[config.mk]
export PLATFORM = sky130hd
export DESIGN_NAME = serial_subtractor_flat
export DESIGN_NICKNAME = d
export VERILOG_FILES = /design/src/rtl/serial_subtractor_if.sv /design/src/rtl/serial_subtractor.sv /design/src/flat_wrapper.sv
export SDC_FILE = /design/constraint.sdc
export NUM_CORES = 1
export LEC_CHECK = 0
export CORE_AREA = 2 2 57 48
export CTS_CLUSTER_SIZE = 28
export DETAILED_ROUTE_END_ITERATION = 6
export DIE_AREA = 0 0 59 50
export PLACE_DENSITY = 0.73
export REMOVE_ABC_BUFFERS = 1
export SLEW_MARGIN = 20
export SYNTH_ARGS = -nofsm -noshare
export SYNTH_HDL_FRONTEND = slang
export SYNTH_SLANG_ARGS = --single-unit
[constraint.sdc]
create_clock -name clk -period 1.2 [get_ports clk]
set_clock_uncertainty 0.15 [all_clocks]
set_input_delay 0.24 -clock clk [delete_from_list [all_inputs] [get_ports clk]]
set_output_delay 0.24 -clock clk [all_outputs]
set_load 0.05 [all_outputs]
[src/rtl/serial_subtractor_if.sv]
// Operand/result handshake bundle for serial_subtractor.
// Optional OVF signal present when SERIAL_SUB_OVF_EN is defined.
interface serial_subtractor_if #(
  parameter int WIDTH = 4
);
  logic             in_valid;
  logic             in_ready;
  logic [WIDTH-1:0] a;
  logic [WIDTH-1:0] b;
  logic             bin;
  logic             out_valid;
  logic             out_ready;
  logic [WIDTH-1:0] diff;
  logic             bout;
  logic             busy;
`ifdef SERIAL_SUB_OVF_EN
  logic             ovf;
`endif

  modport master (
    output in_valid, a, b, bin, out_ready,
    input  in_ready, out_valid, diff, bout, busy
`ifdef SERIAL_SUB_OVF_EN
    , input ovf
`endif
  );

  modport slave (
    input  in_valid, a, b, bin, out_ready,
    output in_ready, out_valid, diff, bout, busy
`ifdef SERIAL_SUB_OVF_EN
    , output ovf
`endif
  );
endinterface

[src/rtl/serial_subtractor.sv]
// Bit-serial subtractor: one bit per clock through a single borrow flop.
// Define SERIAL_SUB_OVF_EN to add the two's-complement OVF output.
module serial_subtractor #(
  parameter int WIDTH = 4
) (
  input logic           clk,
  input logic           rst_n,
  serial_subtractor_if.slave bus
);

  localparam int CW = (WIDTH > 1) ? $clog2(WIDTH) : 1;

  typedef enum logic [1:0] {
    IDLE,
    SHIFT,
    DONE
  } state_e;

  state_e           state_q, state_d;
  logic [WIDTH-1:0] a_q, a_d;
  logic [WIDTH-1:0] b_q, b_d;
  logic [WIDTH-1:0] res_q, res_d;
  logic [WIDTH-1:0] diff_q, diff_d;
  logic [CW-1:0]    cnt_q, cnt_d;
  logic             brw_q, brw_d;
  logic             bout_q, bout_d;
  logic             ov_q, ov_d;
`ifdef SERIAL_SUB_OVF_EN
  logic             ovf_q, ovf_d;
`endif

  logic             a_i, b_i;
  logic             d_bit;
  logic             brw_nx;
  logic [WIDTH-1:0] res_nx;

  assign a_i    = a_q[0];
  assign b_i    = b_q[0];
  assign d_bit  = a_i ^ b_i ^ brw_q;
  assign brw_nx = (~a_i & b_i) | (~a_i & brw_q) | (b_i & brw_q);
  assign res_nx = {d_bit, res_q[WIDTH-1:1]};

  // Next-state and datapath: latch, shift one bit, publish, hand off
  always_comb begin
    state_d = state_q;
    a_d     = a_q;
    b_d     = b_q;
    res_d   = res_q;
    diff_d  = diff_q;
    cnt_d   = cnt_q;
    brw_d   = brw_q;
    bout_d  = bout_q;
    ov_d    = ov_q;
`ifdef SERIAL_SUB_OVF_EN
    ovf_d   = ovf_q;
`endif
    unique case (state_q)
      IDLE: begin
        if (bus.in_valid) begin
          a_d     = bus.a;
          b_d     = bus.b;
          brw_d   = bus.bin;
          cnt_d   = '0;
          ov_d    = 1'b0;
          state_d = SHIFT;
        end
      end
      SHIFT: begin
        a_d   = a_q >> 1;
        b_d   = b_q >> 1;
        res_d = res_nx;
        brw_d = brw_nx;
        cnt_d = cnt_q + CW'(1);
        if (cnt_q == CW'(WIDTH - 1)) begin
          diff_d  = res_nx;
          bout_d  = brw_nx;
          ov_d    = 1'b1;
`ifdef SERIAL_SUB_OVF_EN
          ovf_d   = brw_q ^ brw_nx;
`endif
          state_d = DONE;
        end
      end
      DONE: begin
        if (bus.out_ready) begin
          ov_d    = 1'b0;
          state_d = IDLE;
        end
      end
      default: state_d = IDLE;
    endcase
  end

  // State and result registers, cleared asynchronously
  always_ff @(posedge clk or negedge rst_n) begin
    if (!rst_n) begin
      state_q <= IDLE;
      a_q     <= '0;
      b_q     <= '0;
      res_q   <= '0;
      diff_q  <= '0;
      cnt_q   <= '0;
      brw_q   <= 1'b0;
      bout_q  <= 1'b0;
      ov_q    <= 1'b0;
`ifdef SERIAL_SUB_OVF_EN
      ovf_q   <= 1'b0;
`endif
    end else begin
      state_q <= state_d;
      a_q     <= a_d;
      b_q     <= b_d;
      res_q   <= res_d;
      diff_q  <= diff_d;
      cnt_q   <= cnt_d;
      brw_q   <= brw_d;
      bout_q  <= bout_d;
      ov_q    <= ov_d;
`ifdef SERIAL_SUB_OVF_EN
      ovf_q   <= ovf_d;
`endif
    end
  end

  assign bus.in_ready  = (state_q == IDLE);
  assign bus.busy      = (state_q != IDLE);
  assign bus.out_valid = ov_q;
  assign bus.diff      = diff_q;
  assign bus.bout      = bout_q;
`ifdef SERIAL_SUB_OVF_EN
  assign bus.ovf       = ovf_q;
`endif

endmodule

[src/flat_wrapper.sv]
// flat-port wrapper written by rule: the top's interface ports become plain ports
module serial_subtractor_flat 
#(
  parameter int WIDTH = 4
)
  (clk, rst_n, bus_in_valid, bus_a, bus_b, bus_bin, bus_out_ready, bus_in_ready, bus_out_valid, bus_diff, bus_bout, bus_busy);
  serial_subtractor_if #(.WIDTH(WIDTH)) bus_i ();
  input logic clk;
  input logic rst_n;
  input wire logic [$bits(bus_i.in_valid)-1:0] bus_in_valid;
  input wire logic [$bits(bus_i.a)-1:0] bus_a;
  input wire logic [$bits(bus_i.b)-1:0] bus_b;
  input wire logic [$bits(bus_i.bin)-1:0] bus_bin;
  input wire logic [$bits(bus_i.out_ready)-1:0] bus_out_ready;
  output wire logic [$bits(bus_i.in_ready)-1:0] bus_in_ready;
  output wire logic [$bits(bus_i.out_valid)-1:0] bus_out_valid;
  output wire logic [$bits(bus_i.diff)-1:0] bus_diff;
  output wire logic [$bits(bus_i.bout)-1:0] bus_bout;
  output wire logic [$bits(bus_i.busy)-1:0] bus_busy;
  assign bus_i.in_valid = bus_in_valid;
  assign bus_i.a = bus_a;
  assign bus_i.b = bus_b;
  assign bus_i.bin = bus_bin;
  assign bus_i.out_ready = bus_out_ready;
  assign bus_in_ready = bus_i.in_ready;
  assign bus_out_valid = bus_i.out_valid;
  assign bus_diff = bus_i.diff;
  assign bus_bout = bus_i.bout;
  assign bus_busy = bus_i.busy;
  serial_subtractor #(.WIDTH(WIDTH)) u_core (.clk(clk), .rst_n(rst_n), .bus(bus_i));
endmodule
**Word-level counts from Yosys, hierarchy flattened**

Index checks and enable logic that the tools add are counted.

- Flip-flop bits (word level): 23
- Bits in latches: 0
- Bits in writable memories: 0
- Bits in read-only memories: 0
- Memories: 0

- Add/sub/neg operators: 1
- Multiply operators: 0
- Div/mod/pow operators: 0
- Order comparisons: 0
- Equal/unequal tests: 6
- Shift operators: 0
- Multiplexer cells: 16
- Bitwise logic cells: 8
- Reductions and logical operators: 8

Operators by type and width:

| cell | number |
|---|---|
| one-hot mux 4 bit (2 select lines) | 2 |
| 2-to-1 mux 2 bit | 4 |
| 2-to-1 mux 4 bit | 2 |
| one-hot mux 2 bit (3 select lines) | 1 |
| equality test 2 bit, second input constant | 2 |
| 2-to-1 mux 1 bit | 4 |
| inequality test 2 bit, second input constant | 2 |
| one-hot mux 2 bit (2 select lines) | 1 |
| AND reduction 2 bit | 2 |
| AND reduction 4 bit | 1 |
| nonzero test 2 bit | 2 |
| bitwise AND 1 bit | 3 |
| one-hot mux 1 bit (3 select lines) | 1 |
| AND reduction 3 bit | 1 |
| nonzero test 3 bit | 1 |
| adder 2 x 1 -> 2 bit, second input constant | 1 |
| equality test 2 x 1 -> 1 bit, second input constant | 1 |
| zero test 2 bit | 1 |
| inequality test 2 x 1 -> 1 bit, second input constant | 1 |
| OR 1 bit | 2 |
| one-hot mux 1 bit (2 select lines) | 1 |
| XOR 1 bit | 2 |
| NOT 1 bit | 1 |

**Longest topological paths before layout**

- Word-level depth: 5
- Depth in mapped cells: 5
- Mapped depth without buffers: 4

**Worst setup path before layout**

Ideal clock, no wire load.

- Path type: flip-flop to output port
- From: register u_core.state_q[0]
- To: output bus_in_ready
- Data arrival time: 1.378 ns
- Data required time: 0.810 ns
- Slack: -0.568 ns
- Stages on the path, launching flop included: 5
- Buffers on the path: 1
- Cell sequence: dfrtp_1 > buf_4 > clkinv_1 > nand2_1 > inv_1

- Longest elaborated chain between the ends: 1

RTL lines:

| item | line | text |
|---|---|---|
| from (decl) | serial_subtractor.sv:19 | `state_e state_q, state_d;` |
| from (signal assigned) | serial_subtractor.sv:110 | `state_q <= state_d;` |
| zero test 2 bit | serial_subtractor.sv:125 | `assign bus.in_ready = (state_q == IDLE);` |
| to (decl) | flat_wrapper.sv:15 | `output wire logic [$bits(bus_i.in_ready)-1:0] bus_in_ready;` |

Every way passes these cells.

**Final worst setup path**

- From: register u_core.state_q[0]
- To: register u_core.diff_q[2] (netlist: u_core.bus.diff[2])

- Longest elaborated chain between the ends: 2

RTL lines:

| item | line | text |
|---|---|---|
| equality test 2 x 1 -> 1 bit | serial_subtractor.sv:57 | `unique case (state_q)` |
| AND reduction 2 bit (no source line) | - |  |
| to (signal assigned) | serial_subtractor.sv:114 | `diff_q <= diff_d;` |
| to (decl) | serial_subtractor.sv:23 | `logic [WIDTH-1:0] diff_q, diff_d;` |

Every way passes these cells.
A chain may end at the register's enable or synchronous reset.

==> reports/results.tsv <==
metric	value	unit
maxCapViolations	0	
ys_ff_latch	22	
hold_buffers	0	
cp-start-kind	flip-flop	
firstDrtPassIters	4	
power_switching	2.14	mW
p_sw_share	40.7	%
p_leak	0.760	nW
cpLargestDelayFamily	flip-flops	
clk_pin_slew	0.12	ns
slew_viol_final	0	
p_int	3.11	mW
rr_startpoint	u_core.state_q[0]	
max_freq	0.678	GHz
violations	negative setup slack	
reg2reg_to	u_core.bus.diff[2]	
antenna_left	0	
cp-startpoint	u_core.state_q[0]	
antenna_found_initial	0	
grt-ovfl-total	0	
final_common_cell	dfrtp_1	
via_per_inst	5.41	
finalSetupTns	-5.51	ns
grt_start_max_net_pins	23	
pwr-share-seq	27.8	%
placementRows	16	
final-setup-viol-count	30	
grtUsageTotal	18.5	%
combPwrFrac	64.3	%
syn_to_final_growth	69.6	%
worst-r2r-cell-count	5	
hpwl	1650	um
drtIter0Drc	10	
dr_wl_met3	153	um
path_buf_inv	3	
regArea	551	um2
crit_arrival	1.53	ns
fillCellCount	164	
core	2360	um2
yosysUniqueCellTypes	21	
rsz0062_at_grt	true	
synth_warnings	0	
clock_path_buffers	2	
critPathSlowestCell	dfrtp_1	
seq_area_frac_synth	55.3	%
synth.area.top_cells	dfrtp_1 55%, o22ai_1 8.8%, mux2_4 6.0%	
clock_latency	0.31	ns
clock-root-buffer	clkbuf_4	
cts.sinks	22	
vias	866	
layout_worst_path_cycle_share	123	%
end_kind	flip-flop	
met1_length	1100	um
p_total	5.24	mW
maxSlewHeadroom	79.2	%
multi_input_area	528	um2
die_y	50	um
dr.max_layer_used	met4	
dpl_worst_slack	-0.289	ns
power_frac_clock	7.8	%
die_area	2950	um2
pwr_density_cell	3100	nW/um2
route.detailed.drc	0	
wire_per_inst	16.0	um
stdcell_area	1690	um2
grt_pass1_wl	4150	um
gp_congestion	0.836	
hold_violations	0	
place_inst	144	
grt_pass1_vias	918	
synth_top_area_share	55.3	%
die_x	59	um
start_util	42.2	%
cts-buffers-inserted	3	
tightest_slew	0.311	ns
avgSynthCellArea	11.6	um2
final_cell_mix	22 x dfrtp_1, 19 x buf_4, 12 x o22ai_2, 12 x clkdlybuf4s50_1	
yosys.area.top_type	dfrtp_1	
cp_num_cells	5	
worstPathRequired	1.25	ns
final.min_clock_period	1.47	ns
path_max_fanout	5	
cpPeakStageDelay	0.42	ns
synth_area	996	um2
max-vdd-ir-drop	0.00184	V
syn-instance-count	86	
place_area	1390	um2
drive_above_1_share	56.4	%
crit_path_cell_trace	buf_4 > buf_6 > buf_6 > nand3b_4 > mux2_4	
cpMostUsedCell	buf_6	
nets	149	
cts_htree_levels	1	
antenna_cells	0	
status	finished, violations left	
io_buffers	20	
io_pins	21	
wl_met2	1280	um
drt-total-wl	2560	um
cts_tree	built	
endpoint	u_core.bus.diff[2]	
hold_path_class	primary input to asynchronous set/reset pin	
worst_slack	-0.274	ns
ff2ff_setup_slack	-0.27	ns
critPathKind	flip-flop to flip-flop	
finalNonFillerCells	160	
[final cells by class]
class	count	share of cell area [%]
sequential	22	32.6
multi-input combinational	55	31.3
timing repair buffer	47	30.8
clock buffer	4	2.15
tap	27	2.00
inverter	5	1.19
[sequential cells by signal, indices dropped and copies added (netlist names)]
signal                flops
u_core.a_q                4
u_core.b_q                4
u_core.brw_q              1
u_core.bus.bout           1
u_core.bus.diff           4
u_core.bus.out_valid      1
u_core.cnt_q              2
u_core.res_q              3
u_core.state_q            2
[cell families (layout without fill, tap and decap cells)]
logic type	count (synthesis)	after routing	synth area share, %
AND/OR/NAND/NOR	11	11	7.04
flip-flops	22	22	55.3
AO/OA/AOI/OAI	35	35	19.8
multiplexers	7	7	9.30
adder cells (fa/ha/maj)	2	2	3.27
buffers and inverters	9	56	5.28
[how the worst min path moves through the flow]
stage / slack [ns] / startpoint / depth (start not counted) / end
6_report: 0.11 / rst_n / 2 / u_core.bus.diff[1]
5_1_grt: 0.10 / rst_n / 2 / u_core.state_q[0]
4_1_cts: 0.11 / rst_n / 2 / u_core.state_q[0]
3_5_place_dp: 0.35 / u_core.res_q[1] / 1 / u_core.bus.diff[0]
3_3_place_gp: 0.34 / u_core.res_q[3] / 2 / u_core.res_q[3]
2_1_floorplan: -0.21 / rst_n / 0 / u_core.a_q[0]
[synthesized netlist by cell type (all sizes together)]
library cell and number:
a211oi 1, a21oi 8, buf 4, clkinv 1, dfrtp 22, fa 1
ha 1, inv 4, mux2 6, mux2i 1, nand2 6, nand2b 2
nand3b 1, nor2 1, nor2b 1, o21ai 11, o22ai 14, o31ai 1
[metal layers]
metal / up-vias / track usage (%)
met1: 429 / 23.1
met2: 31 / 30.9
met3: 4 / 6.56
li1: 402 / -
met5: - / 0
met4: 0 / 3.03
[through the flow]
stage                     hold WS, ns  utilization [%]
after floorplan                -0.206                -
after global placement          0.338             58.8
after detailed placement        0.350             58.8
after CTS                       0.115             68.0
after global routing            0.104             71.5
final                           0.112             71.5
[what timing repair did]
action / CTS / global route
endpoints found under the setup margin: 29 / 30
gates resized for setup: 35 / 16
setup buffers: 9 / 3
pin swaps: 14 / 8
[power by group through the flow]
stage	Combinational, mW	Clock (mW)	Sequential (mW)
2_1_floorplan	1.04	0	1.71
3_3_place_gp	2.47	0	1.41
3_5_place_dp	2.56	0	1.43
4_1_cts	3.12	0.415	1.42
5_1_grt	3.57	0.458	1.50
6_report	3.37	0.411	1.46
(Power assumes the default switching activity.)
==> patch, RTL diff (same flow settings) <==
Reset style: synchronous (`rst_n`), changed in one clocked block. Comments in the files are not updated.
--- a/src/rtl/serial_subtractor.sv
+++ b/src/rtl/serial_subtractor.sv
@@ -93,5 +93,5 @@
 
   // State and result registers, cleared asynchronously
-  always_ff @(posedge clk or negedge rst_n) begin
+  always_ff @(posedge clk) begin
     if (!rst_n) begin
       state_q <= IDLE;
Behaviour: differs if rst_n is asserted again (counterexample within 4 cycles, from zero or initial values and one cycle with rst_n low); with rst_n held inactive, the same outputs for 10 cycles.
==> patch against the original RTL <==
The flow still finishes with violations (setup timing). Synthesized area fell by 4.0%. Final area shrank 1.4%. Maximum frequency fell by 4.5%. Routed wire length up 1.1%. Sequential cell count is the same. Largest cell class is now buffers. Setup slack worse by 70 ps. Non-clock buffer count up 8. Die area is the same. First-iteration DRC count up 140%.
Power is not compared: it rests on default switching activity, and its combinational part moved more than twofold at a synthesized area within 25%.
==> patch: results (changes against the original RTL) <==
Timing
  • Final WS setup: -344 ps (-69.7 ps)
  • Worst-Margin Slew: 322 ps (+10.9 ps)
  • Hold Worst Slack: 318 ps (+206 ps)
  • Setup TNS: -3840 ps (+1670 ps)
  • Setup Viol. Count Final: 30 (unchanged)

Critical path
  • CP peak stage delay: 360 ps (-60 ps)
  • Flop2flop setup slack: -210 ps (+60 ps)
  • Reg-to-Reg End: u_core.a_q[0]
  • Crit path launch: u_core.state_q[0]
  • Critical path fanouts, max: 3 (-2)
  • Slowest CP cell: dfxtp_2
  • Type of the worst setup path: reg -> out
  • Beginning of the worst register-to-register path: u_core.state_q[1]
  • Arr. time, crit path: 1150 ps (-380 ps)
  • Critical path destination: bus_busy

Run status
  • Outcome: finished, violations left
  • Failing checks: setup timing

Layout
  • Seq Cell Count: 22 (unchanged)
  • NonClk Buf Share: 0.343 (+0.0352)
  • Multi-input logic area: 536 um^2 (+1.4%)
  • Count of nets after finishing: 170 (+14%)
  • Layout Cells excl Fill: 181 (+13%)
  • Clk cell area share: 0.0316 (+0.0101)
  • Fillers: 171 (+4.3%)
  • Multi-input logic portion of the cell area: 0.322 (+0.00897)
  • #MultiIn Comb: 68 (+24%)
  • Non-clk bufs: 55 (+17%)
  • Share of layout cells above drive strength 1: 0.513 (-0.0509)
  • Seq/total area: 0.272 (-0.0540)

Synthesis
  • Seq/Total Area, Yosys: 0.461 (-0.0920)
  • Mapped Cells: 103 (+20%)
  • Ys async rst share: 0 (-1.00)
  • Area share of fa/ha/maj cells after synthesis: 0.0340 (+0.00137)
  • Top cell type's share of synthesized area: 0.461 (-0.0920)
  • Fraction of the mapped netlist area in compound gates: 0.264 (+0.0659)
  • Mux contribution to synthesized area: 0 (-0.0930)
  • Synth top area cells: dfxtp_1, a21oi_1, nand2_1
  • Post-synth EDFFs: 0 (unchanged)
  • Top cells by count, synth: dfxtp_1, a21oi_1, nand2_1
  • Number of distinct library cells after synthesis: 34 (+62%)

Placed design
  • Placed Cells: 163 (+13%)
  • Gpl congestion: 0.765 (-8.5%)
  • HPWL after DPL: 1620 um (-2.1%)
  • Dpl ws: -410 ps (-121 ps)
  • Placed cell area: 1380 um^2 (-0.72%)

Clocking
  • CTS clk-pin slew, worst paths: 140 ps (+20 ps)
  • Root Driver: clkbuf_4

Worst hold path
  • Hold Path Class: reg -> reg
  • Worst Hold Launch: u_core.res_q[1]

Detailed routing
  • Vias post-DR: 976 (+13%)
  • DR iter-0 viols: 24 (+14)
  • Final wirelength: 2590 um (+1.1%)

Power and ir drop
  • Leak pwr: 0.665 nW

Global route
  • Vias in the first global route: 1001 (+9.0%)
  • First-pass GRT wire length: 4290 um (+3.5%)
  • GRT Total Usage: 0.190 (+0.00532)
  • Largest net degree at the start of global routing: 15 (-35%)
[patch: changes by cell type in the layout (fill, tap and decap cells not counted), sizes merged, moves of 4 or more]
cell   delta
a21oi     +4
buf       +8
dfrtp    -22
dfxtp    +22
mux2      -6
nand2     +4
nand3     +4
nor2      +7
o21a      +4
o21ai     -9
o221a     +4
o22ai    -12
[patch: report_power, final]
| group | switching, mW | internal (mW) |
|---|---|---|
| combinational | 0.159 | 0.215 |
| sequential | 0.0320 | 0.771 |
| clock | 0.241 | 0.338 |
| total | 0.431 | 1.32 |
[patch: per-layer routing]
layer,part of all wire,global-route usage,vias up
met1,0.40,0.224,464
li1,-,-,472
met2,0.52,0.331,34
met5,0,0,-
met4,0.024,0.0644,0
met3,0.061,0.0446,6
[patch: timing repair]
action	in CTS	in global routing
resized for setup	30	8
setup endpoints to repair	28	30
pin swaps	6	9
gates cloned	0	0
hold buffers	0	0
buffers inserted	12	2
